### config.mk
export PLATFORM = sky130hd
export DESIGN_NAME = param_address_register
export DESIGN_NICKNAME = d
export VERILOG_FILES = /design/src/rtl/param_address_register.sv
export SDC_FILE = /design/constraint.sdc
export NUM_CORES = 1
export LEC_CHECK = 0
export CAP_MARGIN = 30
export CORE_AREA = 5 5 42 44
export CTS_CLUSTER_SIZE = 25
export DETAILED_ROUTE_END_ITERATION = 10
export DIE_AREA = 0 0 47 49
export PLACE_DENSITY = 0.6
export SYNTH_ARGS = -nofsm -noshare
export SYNTH_HDL_FRONTEND = slang
export SYNTH_SLANG_ARGS = --single-unit
### constraint.sdc
create_clock -name clk -period 1.7 [get_ports clk]
set_clock_uncertainty 0.15 [all_clocks]
set_input_delay 0.17 -clock clk [delete_from_list [all_inputs] [get_ports clk]]
set_output_delay 0.17 -clock clk [all_outputs]
set_load 0.03 [all_outputs]
### src/rtl/param_address_register.sv
// Parametrised RAM address register: bus load, synchronised front-panel load,
// optional auto-increment enabled by defining PAR_AUTO_INC_EN.
module param_address_register #(
   parameter int ADDR_W      = 4,
   parameter int BUS_W       = 8,
   parameter int SYNC_STAGES = 2
) (
   input  logic              clk,
   input  logic              rst_n,
   input  logic              read_from_bus,
   input  logic              inc,
   input  logic              manual_mode,
   input  logic              manual_read,
   input  logic [ADDR_W-1:0] manual_switches,
   input  logic [BUS_W-1:0]  bus,
   output logic [ADDR_W-1:0] address,
   output logic              manual_ack,
   output logic              wrapped
);

   if (ADDR_W < 1 || ADDR_W > 16) begin : g_bad_addr_w
      $error("ADDR_W must be in 1..16");
   end
   if (BUS_W < ADDR_W) begin : g_bad_bus_w
      $error("BUS_W must be >= ADDR_W");
   end
   if (SYNC_STAGES < 2 || SYNC_STAGES > 4) begin : g_bad_sync
      $error("SYNC_STAGES must be in 2..4");
   end

   logic [SYNC_STAGES-1:0] sync_q;
   logic                   hist_q;
   logic                   load_pulse;

   logic [ADDR_W-1:0] address_q;
   logic [ADDR_W-1:0] addr_d;
   logic              ack_q;
   logic              ack_d;
   logic              wrap_d;

   logic              sel_manual;
   logic              sel_bus;
   logic              sel_inc;
   logic [ADDR_W-1:0] addr_inc;
   logic              inc_wraps;

   // Reset to all-ones so a button held through reset never looks like a press.
   always_ff @(posedge clk or negedge rst_n) begin
      if (!rst_n) begin
         sync_q <= '1;
         hist_q <= 1'b1;
      end else begin
         sync_q <= {sync_q[SYNC_STAGES-2:0], manual_read};
         hist_q <= sync_q[SYNC_STAGES-1];
      end
   end

   assign load_pulse = sync_q[SYNC_STAGES-1] & ~hist_q;

   assign sel_manual = load_pulse & manual_mode;
   assign sel_bus    = read_from_bus & ~manual_mode;

`ifdef PAR_AUTO_INC_EN
   assign sel_inc   = inc & ~manual_mode & ~read_from_bus;
   assign addr_inc  = address_q + ADDR_W'(1);
   assign inc_wraps = &address_q;
`else
   assign sel_inc   = 1'b0;
   assign addr_inc  = address_q;
   assign inc_wraps = 1'b0;
`endif

   always_comb begin
      addr_d = address_q;
      ack_d  = 1'b0;
      wrap_d = 1'b0;
      unique case (1'b1)
         sel_manual: begin
            addr_d = manual_switches;
            ack_d  = 1'b1;
         end
         sel_bus: begin
            addr_d = bus[ADDR_W-1:0];
         end
         sel_inc: begin
            addr_d = addr_inc;
            wrap_d = inc_wraps;
         end
         default: begin
            addr_d = address_q;
         end
      endcase
   end

   always_ff @(posedge clk or negedge rst_n) begin
      if (!rst_n) begin
         address_q <= '0;
         ack_q     <= 1'b0;
      end else begin
         address_q <= addr_d;
         ack_q     <= ack_d;
      end
   end

`ifdef PAR_AUTO_INC_EN
   logic wrap_q;

   always_ff @(posedge clk or negedge rst_n) begin
      if (!rst_n) begin
         wrap_q <= 1'b0;
      end else begin
         wrap_q <= wrap_d;
      end
   end

   assign wrapped = wrap_q;
`else
   assign wrapped = 1'b0;
`endif

   // Upper bus bits and, in the fixed build, inc are intentionally dropped.
   logic unused_bits;
   assign unused_bits = ^{bus, inc, wrap_d};

   assign address    = address_q;
   assign manual_ack = ack_q;

endmodule

==> reports/qor.yml, run 1 <==
cts_sinks: 8
wl_per_cell_um: 10.84
dpl.cell_count: 58
drt_iter0_markers: 1
cp.required_ns: 1.38
gp_congestion: 0.6355
fp.coreArea_um2: 1401
cts_setup_buffers: 0
leakage_nw: 0.2124
clk_path_buf_depth: 2
drc: 0
worstSkewPairLatency_ns: 0.25
crit_chain: "clkdlybuf4s50_1"
die-area_um2: 2303
path_buf_inv: 1
diodes: 0
fin_cells: 62
critPathSlowestCell: "clkdlybuf4s50_1"
hold_class: "primary input to async pin"
vias_per_cell: 4.016
ir_worst_vdd_uv: 310.3
ios: 24
fin_setup_tns_ns: 0
dpl_worst_slack_ns: 0.2633
crit_fanout: 2
cpPeakStageDelay_ns: 0.68
outcome: "finished clean"
netlist_instances: 26
setup.worst_path.class: "flip-flop to output port"
p_total_uw: 498.0
wl_um: 672
num_rows: 14
track_usage_pct: 6.534
gr-total-overflow: 0
grt_pass1_wl_um: 986
synth_area_um2: 302.8
ys_ff_latch: 8
yosysSeqAreaShare_pct: 67.36
ant_nets: 0
dpl-instance-area_um2: 485.5
fillCellCount: 152
cts-buffers-inserted: 3
multiInputGateArea_um2: 87.58
cts-root-buf: "clkbuf_4"
fin_ws_ns: 0.1009
worstPathArrival_ns: 1.28
cp_top_family: "buffers and inverters"
holdWs_ns: 0.02631
die_width_um: 47
hold_buffers: 0
finalCriticalPeriod_ns: 1.599
cap_violations: 0
portBuffers: 17
cts_tree: "built"
area_delta_synth_final_pct: 69.01
ys_types: 11
grt_pass1_vias: 249
powerDensity_nw_per_um2: 973.1
syn_nets: 44
hold_viol_final: 0
final_area_um2: 511.7
utilization_pct: 36.52
cp-end-kind: "output port"
initial_utilization_pct: 21.61
grt_max_degree: 10
yosys_warnings: 0
setup-violations-final: 0
worst_setup_path_start_kind: "flip-flop"
dr.pass1.iters: 2
final-max-slew-violation-count: 0
fp.dieH_um: 49
finalNetCount: 65
regArea_um2: 203.9
avgSynthCellArea_um2: 11.65
vias: 249
min_period_over_period_pct: 94.06
antenna_found_initial: 0
cts_resized: 0
htreeDepth: 1
path_clk_slew_ns: 0.06
max_freq_ghz: 0.6254
layout-drive-gt1-share_pct: 15.22
rsz0062_at_grt: "false"
cells by family (layout without fill, tap and decap cells):
logic type             after synthesis  after routing  share of synthesized area [%]
AND/OR/NAND/NOR                      7              7                          12.81
AO/OA/AOI/OAI                        8              8                          14.87
flip-flops                           8              8                          67.36
other                                1              1                          1.238
buffers and inverters                2             22                          3.719
metal layers:
| layer | routed length [µm] | track usage (%) | vias up |
|---|---|---|---|
| met5 | 0 | 0 | - |
| met4 | 15 | 5.530 | 0 |
| met3 | 90 | 3.321 | 2 |
| met2 | 311 | 10.18 | 13 |
| met1 | 255 | 5.869 | 108 |
| li1 | - | - | 126 |
worst register-to-register path, stage by stage (launching register included):
cell and delay [ns]:
dfstp_2 0.53, nand3b_2 0.17, o22ai_1 0.21, a21oi_1 0.06
flip-flops by register name, indices dropped and copies added, names as in the netlist:
name / flops
address: 4
hist_q: 1
manual_ack: 1
sync_q: 2
cells in the final DEF (no fill, tap or decap):
| cell type | n |
|---|---|
| nor2_1 | 4 |
| nor2b_1 | 1 |
| clkdlybuf4s50_1 | 17 |
| o22ai_1 | 4 |
| dfstp_2 | 3 |
| nand3b_2 | 1 |
| a21oi_1 | 4 |
| dfrtp_1 | 5 |
| inv_1 | 1 |
| clkbuf_4 | 3 |
| clkbuf_1 | 1 |
| conb_1 | 1 |
| nand2b_1 | 1 |
final cells by class:
cell class                 instances  area share (%)
clock buffer                       4           5.134
inverter                           1          0.7335
multi-input combinational         16           17.11
sequential                         8           39.85
tap                               16           3.912
timing repair buffer              17           33.25
power by group:
group          total (mW)  leakage (nW)  internal [mW]  switching (mW)
sequential          0.219        0.0895          0.212         0.00775
combinational       0.120         0.108         0.0604          0.0593
clock               0.159        0.0150         0.0901          0.0689
total               0.498         0.212          0.362           0.136
worst paths after layout:
check,start,to,slack (ns),cells past startpoint
worst max-delay path,address[1]$_DFFE_PN0P_,address[1],0.10,1
worst min-delay path,rst_n,address[1]$_DFFE_PN0P_,0.03,1
worst max register to register,sync_q[1]$_DFF_PN1_,address[0]$_DFFE_PN0P_,0.46,3
worst min register to register,sync_q[0]$_DFF_PN1_,sync_q[1]$_DFF_PN1_,0.20,0
max in group asynchronous,rst_n,sync_q[1]$_DFF_PN1_,1.07,1
min in group clk,manual_read,sync_q[0]$_DFF_PN1_,0.17,1
cell usage after synthesis:
library cell,number,area [µm²]
o22ai_1,4,25.02
nor2_1,4,15.01
conb_1,1,3.750
nand3b_2,1,11.26
a21oi_1,4,20.02
inv_1,1,3.750
buf_4,1,7.510
dfstp_2,3,78.83
nor2b_1,1,6.260
nand2b_1,1,6.260
dfrtp_1,5,125.1
Power figures use the tool's default switching activity.
==> inputs of run 2 (changes only) <==
--- a/config.mk
+++ b/config.mk
@@ -11,6 +11,8 @@
 export DETAILED_ROUTE_END_ITERATION = 10
 export DIE_AREA = 0 0 47 49
 export PLACE_DENSITY = 0.6
+export RECOVER_POWER = 50
+export SKIP_CTS_REPAIR_TIMING = 1
 export SYNTH_ARGS = -nofsm -noshare
 export SYNTH_HDL_FRONTEND = slang
 export SYNTH_SLANG_ARGS = --single-unit
==> reports/qor.yml, run 2 (synthesized netlist as in run 1, its figures left out) <==
outcome: "finished clean"
r2r_end: "address[0]$_DFFE_PN0P_"
die-area_um2: 2303
wl_met3_um: 90
worstSkewPairLatency_ns: 0.25
top_layer_used: "met4"
fin_setup_tns_ns: 0
cts_tree: "built"
final_cell_mix: "15 x clkdlybuf4s50_1, 5 x dfrtp_1, 4 x nor2_1, 4 x o22ai_1, 4 x a21oi_1"
layout_commonest_cell: "clkdlybuf4s50_1"
setup-violations-final: 0
cts-root-buf: "clkbuf_4"
cap_violations: 0
largest_reg_flops: 4
wl_per_cell_um: 10.84
worst_setup_path_start_kind: "flip-flop"
initial_utilization_pct: 21.61
drc: 0
vias_per_cell: 4.016
ant_nets: 0
cts-buffers-inserted: 3
path_clk_slew_ns: 0.06
path_buf_inv: 1
area_delta_synth_final_pct: 69.01
num_rows: 14
multiInputGateArea_um2: 87.58
ios: 24
min_period_over_period_pct: 94.06
antenna_found_initial: 0
critPathSlowestCell: "clkdlybuf4s50_1"
crit_fanout: 2
gp_congestion: 0.6355
grt_pass1_wl_um: 986
cts_sinks: 8
ir_worst_vdd_uv: 310.3
grt_pass1_vias: 249
portBuffers: 17
final-max-slew-violation-count: 0
max_freq_ghz: 0.6254
hold_viol_final: 0
p_total_uw: 497.1
reg2reg_slack_ns: 0.46
wl_met1_um: 255
gr-total-overflow: 0
dr.pass1.iters: 2
grt_max_degree: 10
track_usage_pct: 6.534
regArea_um2: 203.9
cp.required_ns: 1.38
finalNetCount: 65
die_width_um: 47
crit_chain: "clkdlybuf4s50_1"
rsz0062_at_grt: "false"
vias: 249
hold_class: "primary input to async pin"
fp.coreArea_um2: 1401
fillCellCount: 152
wl_um: 672
cp-end-kind: "output port"
rr_worst_depth: 3
drt_iter0_markers: 1
wl_met2_um: 310
reg2reg_from: "sync_q[1]$_DFF_PN1_"
cp_top_family: "buffers and inverters"
worstPathArrival_ns: 1.28
layout-drive-gt1-share_pct: 15.22
cpPeakStageDelay_ns: 0.68
htreeDepth: 1
clk_path_buf_depth: 2
finalCriticalPeriod_ns: 1.599
powerDensity_nw_per_um2: 971.3
setup.worst_path.class: "flip-flop to output port"
diodes: 0
fp.dieH_um: 49
leakage_nw: 0.2129
==> run 2: cell count changes in the layout (fill, tap and decap cells not counted), sizes merged <==
cell           before  now
dlygate4sd3         0    2
clkdlybuf4s50      17   15
==> run 2: worst max path at each step <==
stage / start / end / depth (start not counted)
2_1_floorplan: sync_q[1]$_DFF_PN1_ / address[0]$_DFFE_PN0P_ / 3
3_3_place_gp: manual_mode / address[0]$_DFFE_PN0P_ / 4
3_5_place_dp: manual_mode / address[0]$_DFFE_PN0P_ / 4
4_1_cts: address[1]$_DFFE_PN0P_ / address[1] / 1
5_1_grt: address[1]$_DFFE_PN0P_ / address[1] / 1
6_report: address[1]$_DFFE_PN0P_ / address[1] / 1
==> run 2: cell type report <==
type / count / area share [%]
sequential: 8 / 39.85
inverter: 1 / 0.7335
timing repair buffer: 17 / 33.25
tap: 16 / 3.912
clock buffer: 4 / 5.134
multi-input combinational: 16 / 17.11
==> run 2: metrics by stage <==
step / cells / util [%] / worst slack, ns / area (µm²) / hold WS, ns
finish: 62 / 36.52 / 0.1009 / 511.7 / 0.09671
global route: 62 / 36.52 / 0.05838 / 511.7 / 0.1262
CTS: 62 / 36.52 / 0.08083 / 511.7 / 0.02956
detailed placement: 58 / 34.64 / 0.2633 / 485.5 / 0.1972
global placement: 58 / 34.64 / 0.2941 / 485.5 / 0.1960
floorplan: 26 / - / 0.5509 / 302.8 / -0.2756
==> run 2: where the power goes <==
part,switching [mW],internal (mW)
combinational,0.0593,0.0595
sequential,0.00775,0.212
clock,0.0689,0.0901
==> run 2: metal layers <==
layer	up-vias	global-route usage, %
met1	108	5.869
met2	13	10.18
met3	2	3.321
met4	0	5.530
li1	126	-
met5	-	0
